==> config.mk <==
export PLATFORM = sky130hd
export DESIGN_NAME = alu_result_bcd
export DESIGN_NICKNAME = d
export VERILOG_FILES = /design/src/rtl/alu_result_bcd.sv
export SDC_FILE = /design/constraint.sdc
export NUM_CORES = 1
export LEC_CHECK = 0
export BUFFER_PORTS_ARGS = -buffer_cell sky130_fd_sc_hd__buf_2
export CAP_MARGIN = 0
export CORE_ASPECT_RATIO = 0.5
export CORE_MARGIN = 4
export CORE_UTILIZATION = 42
export DETAILED_ROUTE_END_ITERATION = 10
export GPL_TIMING_DRIVEN = 1
export SYNTH_ARGS = -nofsm -noshare
export SYNTH_HDL_FRONTEND = slang
export SYNTH_SLANG_ARGS = --single-unit
==> constraint.sdc <==
create_clock -name Clock -period 2.2 [get_ports Clock]
set_clock_uncertainty 0.2 [all_clocks]
set_input_delay 0.11 -clock Clock [delete_from_list [all_inputs] [get_ports Clock]]
set_output_delay 0.11 -clock Clock [all_outputs]
set_load 0.05 [all_outputs]
==> src/rtl/alu_result_bcd.sv <==
// Converts a captured 16-bit ALU result to packed BCD with a sequential double-dabble engine.
// Div results convert quotient (low byte) and remainder (high byte) as two separate 3-digit numbers.
module alu_result_bcd #(
  parameter logic [2:0] DIV_OPCODE  = 3'b010,
  parameter int         FULL_SHIFTS = 16,
  parameter int         DIV_SHIFTS  = 8
) (
  input  logic        Clock,
  input  logic        Reset_n,
  input  logic [15:0] Result_in,
  input  logic [2:0]  Instruction_alu,
  input  logic        In_valid,
  output logic        In_ready,
  output logic [23:0] Bcd_out,
  output logic        Div_mode,
  output logic        Out_valid,
  input  logic        Out_ready
);

  localparam int CNT_W = 5;

  typedef enum logic [1:0] {
    IDLE,
    SHIFT,
    DONE
  } state_t;

  state_t             state_q, state_d;
  logic [15:0]        bin_q, bin_d;
  logic [23:0]        bcd_q, bcd_d;
  logic [CNT_W-1:0]   cnt_q, cnt_d;
  logic               mode_div_q, mode_div_d;
  logic [23:0]        bcd_out_q, bcd_out_d;
  logic               div_mode_q, div_mode_d;
  logic               out_valid_q, out_valid_d;

  logic [23:0]        bcd_adj;
  logic [23:0]        bcd_shift;
  logic [15:0]        bin_shift;

  function automatic logic [3:0] add3(input logic [3:0] nibble);
    return (nibble >= 4'd5) ? nibble + 4'd3 : nibble;
  endfunction

  // Add-3 correction of every digit, done before the shift in the same cycle.
  always_comb begin
    bcd_adj = '0;
    for (int i = 0; i < 6; i++) begin
      bcd_adj[4*i +: 4] = add3(bcd_q[4*i +: 4]);
    end
  end

  // Div mode keeps the two bytes and their 12-bit accumulators fully independent.
  always_comb begin
    bcd_shift = '0;
    bin_shift = '0;
    if (mode_div_q) begin
      bcd_shift = {bcd_adj[22:12], bin_q[15], bcd_adj[10:0], bin_q[7]};
      bin_shift = {bin_q[14:8], 1'b0, bin_q[6:0], 1'b0};
    end else begin
      bcd_shift = {4'h0, bcd_adj[18:0], bin_q[15]};
      bin_shift = {bin_q[14:0], 1'b0};
    end
  end

  always_comb begin
    state_d     = state_q;
    bin_d       = bin_q;
    bcd_d       = bcd_q;
    cnt_d       = cnt_q;
    mode_div_d  = mode_div_q;
    bcd_out_d   = bcd_out_q;
    div_mode_d  = div_mode_q;
    out_valid_d = out_valid_q;

    case (state_q)
      IDLE: begin
        if (In_valid) begin
          bin_d      = Result_in;
          bcd_d      = '0;
          mode_div_d = (Instruction_alu == DIV_OPCODE);
          cnt_d      = (Instruction_alu == DIV_OPCODE) ? CNT_W'(DIV_SHIFTS)
                                                       : CNT_W'(FULL_SHIFTS);
          state_d    = SHIFT;
        end
      end

      SHIFT: begin
        bin_d = bin_shift;
        bcd_d = bcd_shift;
        cnt_d = cnt_q - 1'b1;
        if (cnt_q <= CNT_W'(1)) begin
          state_d = DONE;
        end
      end

      DONE: begin
        // First DONE cycle registers the result; afterwards it is held until accepted.
        if (!out_valid_q) begin
          bcd_out_d   = mode_div_q ? bcd_q : {4'h0, bcd_q[19:0]};
          div_mode_d  = mode_div_q;
          out_valid_d = 1'b1;
        end else if (Out_ready) begin
          out_valid_d = 1'b0;
          state_d     = IDLE;
        end
      end

      default: begin
        state_d = IDLE;
      end
    endcase
  end

  always_ff @(posedge Clock) begin
    if (!Reset_n) begin
      state_q     <= IDLE;
      bin_q       <= '0;
      bcd_q       <= '0;
      cnt_q       <= '0;
      mode_div_q  <= 1'b0;
      bcd_out_q   <= '0;
      div_mode_q  <= 1'b0;
      out_valid_q <= 1'b0;
    end else begin
      state_q     <= state_d;
      bin_q       <= bin_d;
      bcd_q       <= bcd_d;
      cnt_q       <= cnt_d;
      mode_div_q  <= mode_div_d;
      bcd_out_q   <= bcd_out_d;
      div_mode_q  <= div_mode_d;
      out_valid_q <= out_valid_d;
    end
  end

  assign In_ready  = (state_q == IDLE);
  assign Bcd_out   = bcd_out_q;
  assign Div_mode  = div_mode_q;
  assign Out_valid = out_valid_q;

endmodule

After elaboration in Yosys (flattened, before gate mapping):

Index checks and enable logic that the tools add are counted.

* bits in latches: 0
* logic and storage cells: 59
* input port bits: 23
* register bits: 74
* memories kept: 0
* ROM bits: 0
* RAM bits: 0
* output and inout port bits: 27

* eq/ne operators: 7
* magnitude comparators: 7
* bitwise operators: 1
* reductions and logical operators: 6
* shift operators: 0
* $mul: 0
* add/sub/neg operators: 7
* mux-type cells: 23
* div/mod/pow operators: 0

Operator list (count)
* 2-to-1 mux 24 bit: 3
* case mux 24 bit (2 select lines): 1
* case mux 16 bit (2 select lines): 1
* >= comparator 4 x 3 -> 1 bit, second input constant: 6
* adder 4 x 2 -> 4 bit, second input constant: 5
* 2-to-1 mux 4 bit: 5
* 2-to-1 mux 16 bit: 1
* 2-to-1 mux 5 bit: 2
* case mux 5 bit (2 select lines): 1
* 2-to-1 mux 9 bit: 1
* 2-to-1 mux 2 bit: 4
* != test 2 bit, second input constant: 4
* case mux 2 bit (3 select lines): 1
* AND reduction 2 bit: 3
* <= comparator 5 x 1 -> 1 bit, second input constant: 1
* subtractor 5 x 1 -> 5 bit, second input constant: 1
* AND reduction 4 bit: 1
* adder 3 x 2 -> 3 bit, second input constant: 1
* == test 3 x 2 -> 1 bit, second input constant: 1
* 2-to-1 mux 3 bit: 1
* == test 2 x 1 -> 1 bit, second input constant: 1
* == test 2 bit, second input constant: 1
* logical NOT 2 bit: 1
* 2-to-1 mux 1 bit: 2
* other kinds (2): 2

Logic depth before layout (Yosys ltp):

Gate-level depths: netlist (run 1).

* depth after elaboration: 4
* gate-level depth with buffers: 7

Worst setup path after synthesis (run 1):

No wires, ideal clock.

* kind: reg-to-reg
* start point: register state_q[0]
* end point: register cnt_q[1]
* cell stages (with the launch flop): 6
* period minus slack after synthesis: 1.874 ns
* arrival: 1.546 ns
* path slack: 0.326 ns
* buffers on the path: 1
* required time: 1.872 ns
* cell sequence: dfxtp_1 -> buf_4 -> nor2_1 -> nand2_1 -> a31oi_1 -> nor2_1

* cells in the longest elaborated chain, start to end: 3
* elaborated cells on any way between the ends: 6
* classes of those cells: eq/ne (2); mux (1); reduce/logical (3)

RTL lines
* from (decl): RTL line 28 `state_t state_q, state_d;`
* from (signal assigned): RTL line 126 `state_q <= state_d;`
* logical NOT 2 bit *
* via In_ready: RTL line 13 `output logic In_ready,`
* != test 2 bit (no line) / nonzero test 2 bit (equally long branches)
* AND reduction 2 bit (no line)
* to (signal assigned): RTL line 129 `cnt_q <= cnt_d;`
* to (decl): RTL line 31 `logic [CNT_W-1:0] cnt_q, cnt_d;`

The timed path passes the listed nets; every way through them passes the cells marked *.
A chain may end at the register's enable or synchronous reset.

Final worst setup path (run 1):

* start point: register state_q[1]
* end point: register state_q[1]

* cells in the longest elaborated chain, start to end: 3
* elaborated cells on any way between the ends: 9
* classes of those cells: eq/ne (6); mux (1); reduce/logical (2)

RTL lines
* == test 2 x 1 -> 1 bit, or another cell as far along: RTL line 76 `case (state_q)`
* != test 2 bit (no line)
* AND reduction 4 bit (no line)

Several ways; a longest one is shown, not always the timed one.

==> results of run 1 <==
==> power breakdown <==
part	switching, W	internal, W	total (W)
Clock	0.000522	0.000852	0.00137
Sequential	0.0000596	0.00142	0.00147
Combinational	0.000313	0.000193	0.000506
Total	0.000895	0.00246	0.00336
==> kinds of logic (layout without fill, tap and decap cells) <==
group,after synthesis,in the layout,share of synthesized area [%]
compound gates,102,102,18.8
xor+xnor,10,10,2.64
fa+ha+maj,14,14,5.28
buf+inv,42,114,5.80
flops,74,74,44.6
mux,7,7,2.34
simple gates,159,159,20.5
==> final timing paths <==
kind                                 start  slack [ns]                  endpoint
hold / removal    Bcd_out[22]$_SDFFE_PN0P_        0.24  Bcd_out[22]$_SDFFE_PN0P_
setup reg to reg   state_q[1]$_SDFFE_PN0P_        0.13   state_q[1]$_SDFFE_PN0P_
setup / recovery   state_q[1]$_SDFFE_PN0P_        0.13   state_q[1]$_SDFFE_PN0P_
hold reg to reg   Bcd_out[22]$_SDFFE_PN0P_        0.24  Bcd_out[22]$_SDFFE_PN0P_
==> critical path, delay by kind of cell, from the launching register on <==
family	cells	cell delay [ns]
AO/OA/AOI/OAI	1	0.18
buffers and inverters	2	0.82
flip-flops	1	0.44
AND/OR/NAND/NOR	2	0.31
==> layer usage <==
metal  global-route usage [%]  vias up
met5                        0        -
met3                     5.33        6
li1                         -     1528
met2                     25.8       56
met4                     5.93        0
met1                     21.9     1317
==> registers in the layout, indices dropped and copies added (netlist names) <==
name and flops:
Bcd_out 24, bin_q 16, Out_valid 1, Div_mode 1
cnt_q 5, bcd_q 24, state_q 2, mode_div_q 1
==> Yosys cell counts, types with 2 or more instances <==
cell type  instances
buf_2             10
ha_1              14
nand2_1           94
o31ai_1            5
nand2b_1           8
clkbuf_1           9
a21oi_1           43
nand3_1           11
a311oi_1          16
nor3_1             5
a32oi_1            3
nor2_2             2
dfxtp_1           74
buf_4              4
a31oi_1            3
mux2_2             6
xor2_1             4
inv_1             17
nor2_1            30
o21ai_0           24
xnor2_1            6
==> stage by stage <==
stage | setup slack [ns] | hold slack [ns] | instances | util (%) | instance area [sq um]
2_1_floorplan | 0.326 | 0.0276 | 408 | - | 3320
3_3_place_gp | 0.385 | 0.176 | 550 | 48.5 | 3650
3_5_place_dp | 0.360 | 0.182 | 550 | 48.5 | 3650
4_1_cts | 0.145 | 0.248 | 588 | 55.2 | 4150
5_1_grt | 0.0482 | 0.265 | 588 | 55.2 | 4150
6_report | 0.131 | 0.245 | 588 | 55.2 | 4150
==> area by class of cell <==
| type | count | area, sq um |
|---|---|---|
| clock inverters | 2 | 10.0 |
| fillers | 730 | 3360 |
| clock buffers | 14 | 274 |
| flip-flops and latches | 74 | 1480 |
| repair buffers | 81 | 541 |
| multi-input cells | 292 | 1650 |
| well taps | 108 | 135 |
| inverters | 17 | 63.8 |
==> placed cells by master, fill, tap and decap left out, drive strengths merged, types with 2 or more instances in the layout <==
master        n
nand2        94
buf          59
mux2          6
a21oi        43
inv          17
a31oi         3
xor2          4
clkbuf       14
nand2b        9
dlygate4sd3  22
a311oi       16
ha           14
nand3        11
nor2         32
a32oi         3
o31ai         5
xnor2         6
nor3          5
o21ai        24
clkinv        2
dfxtp        74
==> flow_summary.ini, run 1 <==
[timing]
fmax_mhz = 483
period_share_pct = 94.1
hold_violations = 0
post-route-min-period_ns = 2.07
slew_headroom_pct = 55.5
setup_viol = 0
finalMaxSlewViolations = 0
worst_pin_slew_ns = 0.667
rsz0062_at_grt = no
fin_tns_setup_ns = 0

[cells_and_area]
final_layout_size_suffix_gt1_share_pct = 17.3
antenna_cells = 0
nets = 512
area.growth.synth_to_final_pct = 25.0

[die]
die-area_sq_mm = 0.00948
core_region_area_sq_mm = 0.00751
initial_utilization_pct = 44.2
die_w_um = 134
die_h_um = 70.9
floorplan.rows = 22
io_pins = 50

[global_routing]
grt_pass1_wl_um = 12800
antenna_found_initial = 0
grt_pass1_vias = 2656
overflow = 0
grt_max_degree = 57
grtUsageTotal_pct = 16.6

[routing]
top_layer = met4
routed-wl-met2_um = 3220
vias = 2907
wl_met3_um = 373
drt.antenna.violating_nets = 0
vias_per_cell = 4.94
wl_met1_um = 3850
drt_iter0_drc = 150
wl_um = 7470
drtPass1Iterations = 5
drc = 0
wire_per_inst_um = 12.7

[critical_path]
reg2regPathDepth = 5
path_class = reg -> reg
cp_data_arrival_time_ns = 2.09
cp_slowest_cell = dlygate4sd3_1
path_max_fanout = 21
worstSetupStartpointType = flop
cp-end-kind = flop
required_ns = 2.22
slowest_delay_ns = 0.55
path_cells = nand2b_4 > buf_4 > nor2_1 > o21a_1 > dlygate4sd3_1

[clocking]
clk_latency_ns = 0.33
h-tree-depth = 3
numCtsBuffers = 9
cts_tree = built
cts_resized = 0
root_buffer = clkbuf_16
clkTransAtPathRegs_ns = 0.05
postCtsHoldBufs = 22
cts.sink_count = 74
postCtsSetupRepairBufs = 0
clockBufferDepth = 2

[yosys]
synth_cells = 408
yosysSeqAreaShare_pct = 44.6
yosys_register_bits = 74
yosysTopAreaCellShare_pct = 44.6
async_reset_ff_share_pct = 0
yosysWarningCount = 0
synthTopCellsByArea = dfxtp_1 45%, nand2_1 11%, a21oi_1 6.5%
synthFlopType = dfxtp_1
syn_nets = 445
ys_types = 41
synth.avg_cell_area_sq_um = 8.14
syn_area_sq_mm = 0.00332
yosysTopAreaCell = dfxtp_1
synth-edff-count = 0

[worst_hold_path]
min_path_type = reg -> reg
holdPathStages = 2

[placement]
io_buffer_count = 49
dp_hpwl_um = 4870
gp_congestion = 0.853

[power_and_ir_drop]
p_per_area_mw_per_mm2 = 808
vdd_drop_max_v = 0.000454
p_leak_nw = 1.61
p_total_w = 0.00336

[flow_run]
cap_violations = 0

[run_status]
outcome = finished, final reports clean
No activity file was read; power rests on OpenSTA's default activity.
==> run 2, diff against run 1 <==
--- a/config.mk
+++ b/config.mk
@@ -9,9 +9,10 @@
 export CAP_MARGIN = 0
 export CORE_ASPECT_RATIO = 0.5
 export CORE_MARGIN = 4
-export CORE_UTILIZATION = 42
+export CORE_UTILIZATION = 55
 export DETAILED_ROUTE_END_ITERATION = 10
 export GPL_TIMING_DRIVEN = 1
+export PLACE_DENSITY = 0.77
 export SYNTH_ARGS = -nofsm -noshare
 export SYNTH_HDL_FRONTEND = slang
 export SYNTH_SLANG_ARGS = --single-unit
==> flow_summary.ini, run 2 (synthesized netlist as in run 1, its figures left out) <==
[run_status]
outcome = finished, final reports clean

[placement]
placed_area_sq_mm = 0.00360
dp.cells = 514
dp_hpwl_um = 5190
io_buffer_count = 49
gp_congestion = 0.785

[cells_and_area]
area.growth.synth_to_final_pct = 22.8
fin_util_pct = 72.1
layout.cells.non_filler = 549
antenna_cells = 0
final_layout_size_suffix_gt1_share_pct = 17.4
layout_common_cells = 94 x nand2_1, 74 x dfxtp_1, 49 x buf_2, 43 x a21oi_1, 30 x nor2_1
final_area_sq_mm = 0.00408
nets = 508
fillers = 454
final_common_cell = nand2_1

[clocking]
h-tree-depth = 3
postCtsSetupRepairBufs = 0
clk_latency_ns = 0.33
root_buffer = clkbuf_16
numCtsBuffers = 9
cts_tree = built
cts.sink_count = 74
clockBufferDepth = 2
clkTransAtPathRegs_ns = 0.06

[critical_path]
required_ns = 2.23
cp_data_arrival_time_ns = 1.99
path_cells = nor3b_1 > buf_4 > nand3_1 > dlygate4sd3_1 > and3_1
cp_slowest_cell = dlygate4sd3_1
cp-end-kind = flop
worstSetupStartpointType = flop
path_class = reg -> reg
slowest_delay_ns = 0.61
path_max_fanout = 11

[routing]
drtPass1Iterations = 4
drt_iter0_drc = 183
drc = 0
wire_per_inst_um = 14.0
wl_um = 7700
vias = 3005
vias_per_cell = 5.47
drt.antenna.violating_nets = 0

[timing]
post-route-min-period_ns = 1.96
setup_viol = 0
finalMaxSlewViolations = 0
rsz0062_at_grt = no
worst_pin_slew_ns = 0.660
period_share_pct = 89.3
slew_headroom_pct = 55.9
fin_tns_setup_ns = 0
fmax_mhz = 509
hold_violations = 0

[die]
core_region_area_sq_mm = 0.00566
initial_utilization_pct = 58.7
die_h_um = 62.9
die-area_sq_mm = 0.00742
io_pins = 50
floorplan.rows = 19
die_w_um = 118

[global_routing]
grt_max_degree = 31
grtUsageTotal_pct = 22.2
grt_pass1_vias = 2916
grt_pass1_wl_um = 13300
antenna_found_initial = 0
overflow = 0

[power_and_ir_drop]
p_per_area_mw_per_mm2 = 825
vdd_drop_max_v = 0.000553
p_leak_nw = 1.59

[worst_hold_path]
min_path_type = in -> reg

[flow_run]
cap_violations = 0
-- run 2: final timing paths --
| path | cells after the start | to | start | slack, ns |
|---|---|---|---|---|
| hold / removal | 4 | cnt_q[0]$_SDFFE_PN0P_ | In_valid | 0.01 |
| setup / recovery | 5 | cnt_q[4]$_SDFFE_PN0P_ | state_q[0]$_SDFFE_PN0P_ | 0.24 |
| setup reg to reg | 5 | cnt_q[4]$_SDFFE_PN0P_ | state_q[0]$_SDFFE_PN0P_ | 0.24 |
| hold reg to reg | 2 | Bcd_out[21]$_SDFFE_PN0P_ | Bcd_out[21]$_SDFFE_PN0P_ | 0.25 |
-- run 2: layer usage --
| layer | up-vias | part of all wire [%] | global-route usage [%] |
|---|---|---|---|
| li1 | 1518 | - | - |
| met1 | 1389 | 43 | 26.5 |
| met2 | 89 | 48 | 37.5 |
| met3 | 9 | 7.1 | 7.87 |
| met4 | 0 | 1.1 | 7.15 |
| met5 | - | 0 | 0 |
-- run 2: critical path, delay by kind of cell (launching register included) --
| kind | cells | cell delay (ns) |
|---|---|---|
| buffers and inverters | 2 | 0.77 |
| AND/OR/NAND/NOR | 3 | 0.48 |
| flip-flops | 1 | 0.41 |
-- run 2: layout make-up --
cell class	instances	area [sq um]	area share, %
clock buffers	13	270	6.63
clock inverters	3	21.3	0.522
inverters	17	63.8	1.56
multi-input cells	292	1650	40.4
flip-flops and latches	74	1480	36.3
well taps	73	91.3	2.24
repair buffers	77	503	12.3
-- run 2: through the flow --
stage          hold WS (ns)  total power [W]  setup slack [ns]
2_1_floorplan        0.0276          0.00186             0.326
3_3_place_gp          0.153          0.00196             0.487
3_5_place_dp          0.175          0.00197             0.353
4_1_cts             0.00335          0.00339             0.255
5_1_grt              0.0160          0.00354             0.134
6_report            0.00970          0.00336             0.235
-- run 2: timing repair --
item                      in CTS  in global routing
resized for setup              0                  0
hold buffers                  19                  0
hold endpoints to repair      24                  0
-- run 2: where the power goes --
part | internal (W) | switching, W | total (W) | leakage [nW]
logic | 0.000181 | 0.000314 | 0.000495 | 0.851
clock network | 0.000857 | 0.000534 | 0.00139 | 0.142
registers | 0.00141 | 0.0000613 | 0.00148 | 0.601
total | 0.00245 | 0.000909 | 0.00336 | 1.59
